[src/rtl/square_root_sequencer.sv]
// -----------------------------------------------------------------------------
// square_root_sequencer
//
// Control FSM for a successive-approximation square-root datapath. A single
// rising edge on the push-button start input launches a fixed schedule of
// ITERATIONS steps. Each step is ADD -> CHECK -> (UNDO) -> HALF, and the
// datapath keeps one result bit per step.
//
// Handshake: busy is high from the LOAD cycle through the last HALF cycle.
// done rises in the first DONE cycle and stays high until the next start edge.
// done drops in that LOAD cycle.
// Each action_* output is a one-cycle pulse. At most one is high in a cycle.
//
// Ports
//   clock          system clock, rising edge
//   reset          asynchronous, active-low reset
//   start          raw push-button request, asynchronous to clock
//   flag_greater   datapath: trial root squared exceeds the number; only
//                  looked at in CHECK
//   action_load    datapath loads number, clears root, sets step to MSB
//   action_add     datapath root <= root + step
//   action_undo    datapath root <= root - step
//   action_half    datapath step <= step >> 1
//   busy           run in progress (LOAD .. last HALF)
//   done           result valid on the datapath root
//   iteration      completed iterations in the current run
//   o_dbg_state    current FSM state encoding, for observation only
// -----------------------------------------------------------------------------
module square_root_sequencer #(
   parameter int ITERATIONS  = 8,
   parameter int COUNT_WIDTH = 4
) (
   input  logic                   clock,
   input  logic                   reset,
   input  logic                   start,
   input  logic                   flag_greater,
   output logic                   action_load,
   output logic                   action_add,
   output logic                   action_undo,
   output logic                   action_half,
   output logic                   busy,
   output logic                   done,
   output logic [COUNT_WIDTH-1:0] iteration,
   output logic [2:0]             o_dbg_state
);

   typedef enum logic [2:0] {
      S_IDLE  = 3'd0,
      S_LOAD  = 3'd1,
      S_ADD   = 3'd2,
      S_CHECK = 3'd3,
      S_UNDO  = 3'd4,
      S_HALF  = 3'd5,
      S_DONE  = 3'd6
   } state_t;

   localparam logic [COUNT_WIDTH-1:0] LP_LAST = COUNT_WIDTH'(ITERATIONS);
   localparam logic [COUNT_WIDTH-1:0] LP_ONE  = COUNT_WIDTH'(1);

   state_t                 r_state;
   state_t                 w_next_state;

   logic                   r_sync1;
   logic                   r_sync2;
   logic                   r_hist;
   logic                   w_start_edge;

   logic                   r_load;
   logic                   r_add;
   logic                   r_undo;
   logic                   r_half;
   logic                   r_busy;
   logic                   r_done;
   logic [COUNT_WIDTH-1:0] r_iteration;

   logic                   w_load;
   logic                   w_add;
   logic                   w_undo;
   logic                   w_half;
   logic                   w_busy;
   logic                   w_done;
   logic [COUNT_WIDTH-1:0] w_iteration;
   logic [COUNT_WIDTH-1:0] w_iter_inc;

   // ---------------------------------------------------------------------------
   // Start conditioning: two synchroniser flops, then a history flop.
   // The edge detector fires once per rising edge, so a held button gives
   // only one edge.
   // ---------------------------------------------------------------------------
   always_ff @(posedge clock or negedge reset) begin
      if (!reset) begin
         r_sync1 <= 1'b0;
         r_sync2 <= 1'b0;
         r_hist  <= 1'b0;
      end else begin
         r_sync1 <= start;
         r_sync2 <= r_sync1;
         r_hist  <= r_sync2;
      end
   end

   assign w_start_edge = r_sync2 & ~r_hist;
   assign w_iter_inc   = r_iteration + LP_ONE;

   // ---------------------------------------------------------------------------
   // State register
   // ---------------------------------------------------------------------------
   always_ff @(posedge clock or negedge reset) begin
      if (!reset) begin
         r_state <= S_IDLE;
      end else begin
         r_state <= w_next_state;
      end
   end

   // ---------------------------------------------------------------------------
   // Next-state logic. Start edges that arrive during LOAD..HALF are dropped.
   // They are not remembered.
   // ---------------------------------------------------------------------------
   always_comb begin
      w_next_state = r_state;
      case (r_state)
         S_IDLE:  if (w_start_edge) w_next_state = S_LOAD;
         S_LOAD:  w_next_state = S_ADD;
         S_ADD:   w_next_state = S_CHECK;
         // flag_greater reflects the root the datapath computed on the ADD edge
         S_CHECK: w_next_state = flag_greater ? S_UNDO : S_HALF;
         S_UNDO:  w_next_state = S_HALF;
         S_HALF:  w_next_state = (w_iter_inc == LP_LAST) ? S_DONE : S_ADD;
         S_DONE:  if (w_start_edge) w_next_state = S_LOAD;
         default: w_next_state = S_IDLE;
      endcase
   end

   // ---------------------------------------------------------------------------
   // Output decode from the next state. The outputs are registered below, so
   // each action is high exactly during the cycle of its own state.
   // ---------------------------------------------------------------------------
   always_comb begin
      w_load      = (w_next_state == S_LOAD);
      w_add       = (w_next_state == S_ADD);
      w_undo      = (w_next_state == S_UNDO);
      w_half      = (w_next_state == S_HALF);
      w_done      = (w_next_state == S_DONE);
      w_busy      = (w_next_state == S_LOAD) || (w_next_state == S_ADD)  ||
                    (w_next_state == S_CHECK) || (w_next_state == S_UNDO) ||
                    (w_next_state == S_HALF);
      w_iteration = r_iteration;
      if (w_next_state == S_LOAD) begin
         w_iteration = '0;
      end else if (r_state == S_HALF) begin
         // The count advances as HALF completes. It holds ITERATIONS in DONE.
         w_iteration = w_iter_inc;
      end
   end

   always_ff @(posedge clock or negedge reset) begin
      if (!reset) begin
         r_load      <= 1'b0;
         r_add       <= 1'b0;
         r_undo      <= 1'b0;
         r_half      <= 1'b0;
         r_busy      <= 1'b0;
         r_done      <= 1'b0;
         r_iteration <= '0;
      end else begin
         r_load      <= w_load;
         r_add       <= w_add;
         r_undo      <= w_undo;
         r_half      <= w_half;
         r_busy      <= w_busy;
         r_done      <= w_done;
         r_iteration <= w_iteration;
      end
   end

   assign action_load = r_load;
   assign action_add  = r_add;
   assign action_undo = r_undo;
   assign action_half = r_half;
   assign busy        = r_busy;
   assign done        = r_done;
   assign iteration   = r_iteration;
   assign o_dbg_state = r_state;

endmodule

[config.mk]
export PLATFORM = sky130hd
export DESIGN_NAME = square_root_sequencer
export DESIGN_NICKNAME = d
export VERILOG_FILES = /design/src/rtl/square_root_sequencer.sv
export SDC_FILE = /design/constraint.sdc
export NUM_CORES = 1
export LEC_CHECK = 0
export BUFFER_PORTS_ARGS = -buffer_cell sky130_fd_sc_hd__buf_2
export CAP_MARGIN = 20
export CORE_UTILIZATION = 50
export CTS_CLUSTER_DIAMETER = 60
export DETAILED_ROUTE_END_ITERATION = 12
export HOLD_SLACK_MARGIN = 0.06
export PLACE_DENSITY = 0.82
export SYNTH_ARGS = -nofsm -noshare
export SYNTH_HDL_FRONTEND = slang
export SYNTH_SLANG_ARGS = --single-unit
[constraint.sdc]
create_clock -name clock -period 1.5 [get_ports clock]
set_input_delay 0.15 -clock clock [delete_from_list [all_inputs] [get_ports clock]]
set_output_delay 0.15 -clock clock [all_outputs]
set_load 0.03 [all_outputs]
# After elaboration in Yosys (flattened, before gate mapping)
# Index checks and enable logic that the tools add are counted.
[op_classes]
n_reduce_logical = 7
shift = 0
n_addsub = 1
bitwise = 2
n_mux = 6
div_mod_pow = 0
multipliers = 0
magnitude_cmp = 0
eq_ne = 13
[ops]
columns = ["cell", "count"]
rows = [
  ["$eq 3x3->1 const B", 6],
  ["$pmux 3 s6", 1],
  ["$eq 3x2->1 const B", 4],
  ["$mux 4", 2],
  ["$eq 3x1->1 const B", 2],
  ["$mux 3", 2],
  ["$add 4x1->4 const B", 1],
  ["$eq 4x4->1 const B", 1],
  ["$logic_or 1x1->1", 4],
  ["$logic_not 3->1", 1],
  ["$reduce_bool 2->1", 1],
  ["$reduce_or 2->1", 1],
  ["$and 1x1->1", 1],
  ["$mux 1", 1],
  ["$not 1->1", 1],
]
[word_totals]
ff_bits = 16
rom_bits = 0
latchBits = 0
elab_cells = 40
mem_count = 0
ramBits = 0
in_bits = 4
out_inout_bits = 13

# Longest topological paths before layout
# Gate-level depths: netlist (run 1).
[logic_depth]
depth_word = 9
mapped_depth = 5
mapped_depth_nobuf = 5

# Worst setup path after synthesis (run 1)
# No wires, ideal clock.
[synth_path]
path_type = "register to register"
startpoint = "reg r_iteration[0], in the netlist iteration[0]"
endpoint = "reg r_busy, in the netlist busy"
t_required_ns = 1.374
t_arrival_ns = 1.452
setup_ns = 0.126
path_stages_with_launch = 6
n_path_buf = 0
slack_ns = -0.078
synth_period_minus_slack_ns = 1.578
path_cell_list = "dfrtp_1 nand3_1 xor2_1 o41a_1 inv_1 a21oi_1"
[synth_between]
elab_chain_len = 9
elab_cells_between_ends = 13
classes_between = "add/sub: 1; eq/ne: 6; mux: 2; reduce/logical: 4"
[synth_rtl]
columns = ["element", "line", "source"]
rows = [
  ["from (decl)", "74", "logic [COUNT_WIDTH-1:0] r_iteration;"],
  ["from (signal assigned)", "173", "r_iteration <= w_iteration;"],
  ["$add 4x1->4 *", "103", "assign w_iter_inc = r_iteration + LP_ONE;"],
  ["$eq 4x4->1 *", "129", "S_HALF: w_next_state = (w_iter_inc == LP_LAST) ? S_DONE : S_ADD;"],
  ["$mux 3 *", "129", ""],
  ["$pmux 3 s6 *", "122", "case (r_state)"],
  ["$eq 3x1->1 / $eq 3x2->1 (equally long branches)", "145", "w_busy = (w_next_state == S_LOAD) || (w_next_state == S_ADD) ||"],
  ["$logic_or 1x1->1 (2 in series)", "145", ""],
  ["$logic_or 1x1->1", "146", "(w_next_state == S_CHECK) || (w_next_state == S_UNDO) ||"],
  ["$logic_or 1x1->1 *", "146", ""],
  ["net w_busy", "80", "logic w_busy;"],
  ["to (signal assigned)", "171", "r_busy <= w_busy;"],
  ["to (decl)", "72", "logic r_busy;"],
]
# The timed path passes the listed nets; every way through them passes the cells marked *.
# A chain may end at the register's enable or synchronous reset.

# Worst setup path after layout (run 1)
# Ends and elaborated chain as after synthesis.

==> flow_summary.ini, run 1 <==
[timing]
relSlewSlack = 0.756
finalSetupViolCount = 0
slew_violations = 0
tns_ns = 0
fmax_mhz = 668
worst_slew_pin_slew_ns = 0.366
setup_ws_ns = 0.00232
hold_ws_ns = 0.0959
hold_viol = 0
rsz0062_at_grt = true
min_period_over_period = 0.998
worst_clock_skew_ns = 0.00262
period_needed_ns = 1.50

[synth]
yosysTopAreaCell = dfrtp_1
netlist_area_sq_um = 727
yosys.area.top_type_share = 0.551
syn-num-nets = 78
synthCells = 72
yosysSeqAreaShare = 0.551
synthFlopType = dfrtp_1
yosysMostFrequentCell = dfrtp_1
synth-seq-cells = 16
yosysUniqueCellTypes = 25
synth_commonest_cells = 16 x dfrtp_1, 13 x nand2_1, 6 x a21oi_1, 5 x nor2_1, 4 x nor2b_1
yosys_warnings = 0
synthArstFlopShare = 1.00
synth.avg_cell_area_sq_um = 10.1
synth.area.top_cells = dfrtp_1 55%, nand2_1 6.7%, a21oi_1 4.1%
synth-edff-count = 0

[placed_design]
place_area_sq_um = 843
place_inst = 104
routabilityCongestion = 0.754
hpwl_microns = 1140
io_buffers = 16
dp_slack_ns = -0.0214

[critical_path]
startpoint_type = flop
critPathTopFamily = compound AO/OA/AOI/OAI gates
worstPathMaxFanout = 4
path_class = reg2reg
cp.required_ns = 1.67
cpMaxStageDelayCell = dfrtp_2
path_buf_inv = 1
crit_chain = ha_4 > xor2_2 > o41a_1 > inv_2 > a21oi_2
cpPeakStageDelay_ns = 0.46
cp.arrival_ns = 1.67
end_kind = flop

[clocking]
clk_latency_ns = 0.28
clk_pin_slew_ns = 0.09
h-tree-depth = 1
cts_buffers = 3
cts_root_buf = clkbuf_4
clkSinkCount = 16
cts_max_path_buffers = 2
cts_tree = built

[global_route]
grt_pass1_wl_microns = 2450
grt.met3_usage = 0.0333
antenna_found_initial = 0
grt_use_total = 0.246
grt_start_max_net_pins = 17
grt_overflow = 0
grt_pass1_vias = 570
met1_usage = 0.279
top_usage_layer = met2
grt_util_met2 = 0.440

[route]
antenna_left = 0
drt_iter0_drc = 13
vias_per_cell = 5.69
wl_microns = 1850
vias = 660
drc = 0
wl_per_cell_microns = 15.9
firstDrtPassIters = 4

[power_and_ir_drop]
power_density_nw_per_um2 = 2100
leakagePower_nw = 0.489
peakVddDrop_v = 0.00114

[outcome]
status = finished, final reports clean

[floorplan]
die_y_microns = 40.1
boundaryPins = 17
die-width_microns = 40.1
core_area_sq_um = 1330
start_util = 0.545
rows = 13
dieArea_sq_um = 1610

[flow_run]
max_cap_violations = 0

[finish]
diodes = 0
syn_to_final_growth_pct = 39.4
drive_gt1_frac = 0.475
stdcell_count = 116
nets = 108
finalInstanceArea_sq_um = 1010

[hold_path]
hold_path_class = in2reg
-- metal layers --
layer,up-vias,part of all wire
met2,27,0.55
met1,322,0.40
met3,2,0.042
met5,-,0
li1,309,-
met4,0,0.0065
-- path summary, 6_finish.rpt --
check	startpoint	to	slack (ns)	depth (start not counted)
setup / recovery	iteration[0]$_DFFE_PN0P_	busy$_DFF_PN0_	0.002	5
max in group asynchronous	reset	iteration[2]$_DFFE_PN0P_	0.88	2
hold reg to reg	r_sync1$_DFF_PN0_	r_sync2$_DFF_PN0_	0.36	0
setup reg to reg	iteration[0]$_DFFE_PN0P_	busy$_DFF_PN0_	0.002	5
min in group asynchronous	reset	r_hist$_DFF_PN0_	0.33	2
hold / removal	flag_greater	action_half$_DFF_PN0_	0.1	2
-- where the power goes --
group          internal [mW]  switching (mW)  leakage (nW)
combinational          0.434           0.688         0.272
clock                  0.148           0.132        0.0210
sequential             0.575           0.154         0.196
total                   1.16           0.975         0.489
-- cell type report --
class	count	area, sq um
clock buffers	4	36.3
well taps	15	18.8
inverters	2	7.51
repair buffers	27	175
fillers	96	320
flip-flops and latches	16	408
multi-input cells	52	368
-- cells in the final DEF (no fill, tap or decap), types with 2 or more instances in the layout --
cell type      count
dfrtp_2            6
xor2_2             2
nand2_1           12
a21oi_1            5
buf_2             16
nor2_1             5
nor2b_1            3
buf_6              2
clkbuf_4           3
dlygate4sd3_1      2
nor3_1             2
buf_4              7
dfrtp_1           10
ha_4               2
a211oi_1           3
-- sequential cells by signal, summed over array words and instances, names as in the netlist --
name and cells:
iteration 4, o_dbg_state 3, action_add 1, action_half 1
action_load 1, action_undo 1, busy 1, done 1
r_hist 1, r_sync1 1, r_sync2 1
-- through the flow --
step           utilization  power, mW
6_report             0.760       2.13
5_1_grt              0.760       2.27
4_1_cts              0.730       2.04
3_5_place_dp         0.632       1.63
3_3_place_gp         0.632       1.59
2_1_floorplan            -       1.34
-- what timing repair did --
| action | in CTS | in global routing |
|---|---|---|
| setup endpoints to repair | 2 | 2 |
| pin swaps | 2 | 3 |
| hold buffers | 2 | 0 |
| hold endpoints to repair | 17 | 0 |
| resized for setup | 5 | 13 |
| gates cloned | 0 | 0 |
| setup buffers | 6 | 0 |
-- logic make-up (layout without fill, tap and decap cells) --
| family | Yosys count | count (layout) | synth area share |
|---|---|---|---|
| AO/OA/AOI/OAI | 18 | 18 | 0.174 |
| XOR/XNOR | 2 | 2 | 0.0241 |
| adder cells (fa/ha/maj) | 2 | 2 | 0.0344 |
| buffers and inverters | 4 | 33 | 0.0224 |
| flip-flops | 16 | 16 | 0.551 |
| AND/OR/NAND/NOR | 30 | 30 | 0.195 |
(Power assumes the default switching activity.)
==> inputs of run 2 (changes only) <==
CORE_UTILIZATION = 53   (was 50)
CTS_BUF_LIST = sky130_fd_sc_hd__clkbuf_8   (was unset)
PLACE_DENSITY = 0.86   (was 0.82)
==> flow_summary.ini, run 2 (synthesis results as in run 1) <==
[finish]
mostFrequentLayoutCells = 16 x buf_2, 12 x nand2_1, 12 x dfrtp_1
regArea_sq_um = 405
final_util = 0.863
finalInstanceArea_sq_um = 1020
syn_to_final_growth_pct = 40.8
largest_reg_flops = 4
final_common_cell = buf_2
fillers = 60
nets = 108
drive_gt1_frac = 0.426
diodes = 0
multi_input_area_sq_um = 363

[critical_path]
cp.arrival_ns = 1.60
critPathLaunch = iteration[0]$_DFFE_PN0P_
startpoint_type = flop
cp.required_ns = 1.62
worstPathMaxFanout = 4
path_class = reg2reg
r2r-start = iteration[0]$_DFFE_PN0P_
end_kind = flop

[global_route]
antenna_found_initial = 0
grt_use_total = 0.246
grt_pass1_vias = 536
grt_overflow = 0
grt_start_max_net_pins = 17
grt_pass1_wl_microns = 2460

[route]
wl_per_cell_microns = 16.8
drc = 0
drt_iter0_drc = 29
firstDrtPassIters = 6
wirelength_met1_microns = 775
wl_microns = 1930
highest_layer = met4
vias_per_cell = 5.63
antenna_left = 0
vias = 648
route.met2.wl_microns = 1030
route.met3.wl_microns = 79

[clocking]
h-tree-depth = 1
cts_root_buf = clkbuf_8
cts_tree = built
clk_latency_ns = 0.25
clkSinkCount = 16
clk_pin_slew_ns = 0.07
cts_max_path_buffers = 2
cts_buffers = 3

[placed_design]
dp_slack_ns = 0.0105
hpwl_microns = 1070
routabilityCongestion = 0.792
place_area_sq_um = 857
io_buffers = 16

[timing]
fmax_mhz = 678
rsz0062_at_grt = true
hold_ws_ns = 0.123
worst_clock_skew_ns = 0.00707
min_period_over_period = 0.984
worst_slew_pin_slew_ns = 0.358
setup_ws_ns = 0.0246
relSlewSlack = 0.762
period_needed_ns = 1.48
slew_violations = 0
hold_viol = 0
finalSetupViolCount = 0

[power_and_ir_drop]
peakVddDrop_v = 0.00131
swShare = 0.450
power_frac_seq = 0.327
leakagePower_nw = 0.501
combinationalPowerShare = 0.505
p_switching_mw = 1.01
power_density_nw_per_um2 = 2190
clkPwrFrac = 0.168
internal-power_mw = 1.23

[floorplan]
core_area_sq_um = 1190
start_util = 0.613
boundaryPins = 17
die-width_microns = 39.0
dieArea_sq_um = 1520
rows = 12
die_y_microns = 39.0

[flow_run]
max_cap_violations = 0

[hold_path]
hold_path_class = in2reg
worstHoldStart = flag_greater

[outcome]
status = finished, final reports clean
## run 2: cell counts in the layout (fill, tap and decap cells not counted)
No cell type changed its count.
## run 2: path summary, 6_finish.rpt
kind | end | slack [ns] | depth (start not counted)
max in group asynchronous | o_dbg_state[0]$_DFF_PN0_ | 0.88 | 2
worst min-delay path | action_half$_DFF_PN0_ | 0.12 | 2
worst min register to register | r_sync2$_DFF_PN0_ | 0.35 | 0
worst max register to register | busy$_DFF_PN0_ | 0.02 | 5
min in group asynchronous | o_dbg_state[1]$_DFF_PN0_ | 0.34 | 2
worst max-delay path | busy$_DFF_PN0_ | 0.02 | 5
## run 2: worst max-delay path, stage by stage (launching register included)
cell and delay [ns]:
dfrtp_2 0.46, ha_4 0.19, xor2_1 0.16, o41a_1 0.39
inv_1 0.10, a21oi_1 0.04
## run 2: cell type report
cell class              count  area share
repair buffers             27       0.171
well taps                  14      0.0171
inverters                   2     0.00733
clock buffers               4      0.0538
multi-input cells          52       0.355
flip-flops and latches     16       0.396
## run 2: metal layers
layer / global-route usage / vias up
li1: - / 307
met3: 0.0347 / 6
met1: 0.305 / 309
met4: 0.0776 / 0
met2: 0.433 / 26
met5: 0 / -
## run 2: power groups by stage
stage | Clock (mW) | Sequential (mW) | Combinational [mW]
5_1_grt | 0.388 | 0.744 | 1.22
4_1_cts | 0.382 | 0.684 | 1.03
3_3_place_gp | 0 | 0.694 | 0.919
3_5_place_dp | 0 | 0.707 | 0.936
6_report | 0.376 | 0.732 | 1.13
2_1_floorplan | 0 | 0.942 | 0.400
## run 2: per-stage QoR
step	power (mW)	instances	TNS (ns)
after detailed placement	1.64	105	0
after global routing	2.35	115	-0.0363
after global placement	1.61	105	0
after CTS	2.09	114	0
after floorplan	1.34	72	0
final	2.24	115	0
## run 2: timing repair
item | 4_1_cts | 5_1_grt
pin swaps | 1 | 1
hold endpoints to repair | 17 | 0
hold buffers | 2 | 0
setup endpoints to repair | 1 | 2
gates resized for setup | 1 | 12
buffers inserted | 3 | 1
==> inputs of run 3 (changes only) <==
BUFFER_PORTS_ARGS = unset   (was -buffer_cell sky130_fd_sc_hd__buf_2)
CORE_AREA = 2 2 39 41   (was unset)
CORE_UTILIZATION = unset   (was 53)
DIE_AREA = 0 0 41 43   (was unset)
DONT_BUFFER_PORTS = 1   (was unset)
PLACE_DENSITY = 0.8   (was 0.86)
clock period = 1.3 ns   (was 1.5 ns; I/O delays follow)
==> flow_summary.ini, run 3 (synthesis results as in run 1) <==
[outcome]
status = complete, but fails checks
violations = negative setup slack

[placed_design]
io_buffers = 0
routabilityCongestion = 0.826
hpwl_microns = 1290
place_inst = 107
place_area_sq_um = 920

[global_route]
grt_overflow = 0
grt_start_max_net_pins = 17
grt_pass1_vias = 659
grt_use_total = 0.231
antenna_found_initial = 0
grt_pass1_wl_microns = 2720

[finish]
final_common_cell = buf_4
mostFrequentLayoutCells = 23 x buf_4, 12 x nand2_1, 11 x dfrtp_1
regArea_sq_um = 407
largest_reg_flops = 4
nets = 107
final_util = 0.764
finalInstanceArea_sq_um = 1060
multi_input_area_sq_um = 365
diodes = 0
syn_to_final_growth_pct = 45.4
drive_gt1_frac = 0.460
fillers = 102
stdcell_count = 116

[route]
drc = 0
drt_iter0_drc = 16
vias_per_cell = 5.54
vias = 643
firstDrtPassIters = 4
wl_per_cell_microns = 15.2
wl_microns = 1770
antenna_left = 0

[critical_path]
r2r-end = busy$_DFF_PN0_
worstPathMaxFanout = 5
end_kind = flop
path_class = reg2reg
startpoint_type = flop
cp.required_ns = 1.44
cp.arrival_ns = 1.53
r2r-start = iteration[0]$_DFFE_PN0P_
reg2reg_slack_ns = -0.09
r2r_cells = 5

[clocking]
h-tree-depth = 1
clkSinkCount = 16
cts_max_path_buffers = 2
clk_pin_slew_ns = 0.06
cts_root_buf = clkbuf_8
cts_tree = built
cts_buffers = 3
clk_latency_ns = 0.25

[hold_path]
hold_end = busy$_DFF_PN0_
worstHoldStart = flag_greater
hold_depth = 3
hold_path_class = in2reg

[floorplan]
dieArea_sq_um = 1760
start_util = 0.525
boundaryPins = 17
rows = 14
core_area_sq_um = 1380
die-width_microns = 41
die_y_microns = 43

[power_and_ir_drop]
power_frac_seq = 0.359
internal-power_mw = 1.49
power_density_nw_per_um2 = 2490
clkPwrFrac = 0.169
finalPower_mw = 2.63
swShare = 0.435
peakVddDrop_v = 0.00164
p_switching_mw = 1.14
combinationalPowerShare = 0.472
leakagePower_nw = 0.504

[timing]
worst_clock_skew_ns = 0.00241
setup_ws_ns = -0.0889
slew_violations = 0
rsz0062_at_grt = true
fmax_mhz = 720
min_period_over_period = 1.07
worst_slew_pin_slew_ns = 0.725
relSlewSlack = 0.515
tns_ns = -0.142
finalSetupViolCount = 2
hold_viol = 0
period_needed_ns = 1.39

[flow_run]
max_cap_violations = 0
-- run 3: cell type report --
class | instances | area share
timing repair buffer | 26 | 0.192
clock buffer | 4 | 0.0521
sequential | 16 | 0.385
tap | 16 | 0.0189
multi-input combinational | 52 | 0.346
inverter | 2 | 0.00710
-- run 3: power groups by stage --
stage	clock, mW	sequential, mW	combinational [mW]
floorplan	0	1.11	0.464
global route	0.469	0.961	1.33
detailed placement	0	0.950	1.14
global placement	0	0.939	1.09
CTS	0.445	0.946	1.18
finish	0.445	0.943	1.24
-- run 3: repair_timing --
| action | 4_1_cts | 5_1_grt |
|---|---|---|
| pin swaps | 3 | 2 |
| hold buffers | 3 | 0 |
| buffers inserted | 2 | 0 |
| hold endpoints to repair | 18 | 0 |
| setup endpoints to repair | 5 | 8 |
| resized for setup | 2 | 9 |
-- run 3: per-layer routing --
layer	vias up	track usage	part of all wire
met4	0	0.0800	0.013
li1	304	-	-
met1	319	0.263	0.40
met3	4	0.0524	0.036
met2	16	0.397	0.55
met5	-	0	0
-- run 3: worst max-delay path by stage --
stage	endpoint	start	slack (ns)	cells past startpoint
2_1_floorplan	busy$_DFF_PN0_	iteration[0]$_DFFE_PN0P_	-0.15	5
3_5_place_dp	busy$_DFF_PN0_	iteration[0]$_DFFE_PN0P_	-0.11	5
3_3_place_gp	busy$_DFF_PN0_	iteration[0]$_DFFE_PN0P_	-0.06	5
4_1_cts	busy$_DFF_PN0_	iteration[0]$_DFFE_PN0P_	-0.1	5
5_1_grt	busy$_DFF_PN0_	iteration[0]$_DFFE_PN0P_	-0.15	5
6_report	busy$_DFF_PN0_	iteration[0]$_DFFE_PN0P_	-0.09	5
-- run 3: through the flow --
step                setup WS (ns)  hold WS [ns]
floorplan                  -0.145        -0.166
global placement          -0.0614        -0.165
detailed placement         -0.110        -0.165
CTS                       -0.0950         0.188
global route               -0.152         0.164
finish                    -0.0889         0.142
-- run 3: critical path, stage by stage, from the launching register on --
cell	delay (ns)
dfrtp_2	0.45
ha_4	0.18
xor2_2	0.15
o41a_1	0.36
inv_1	0.09
a21oi_1	0.04
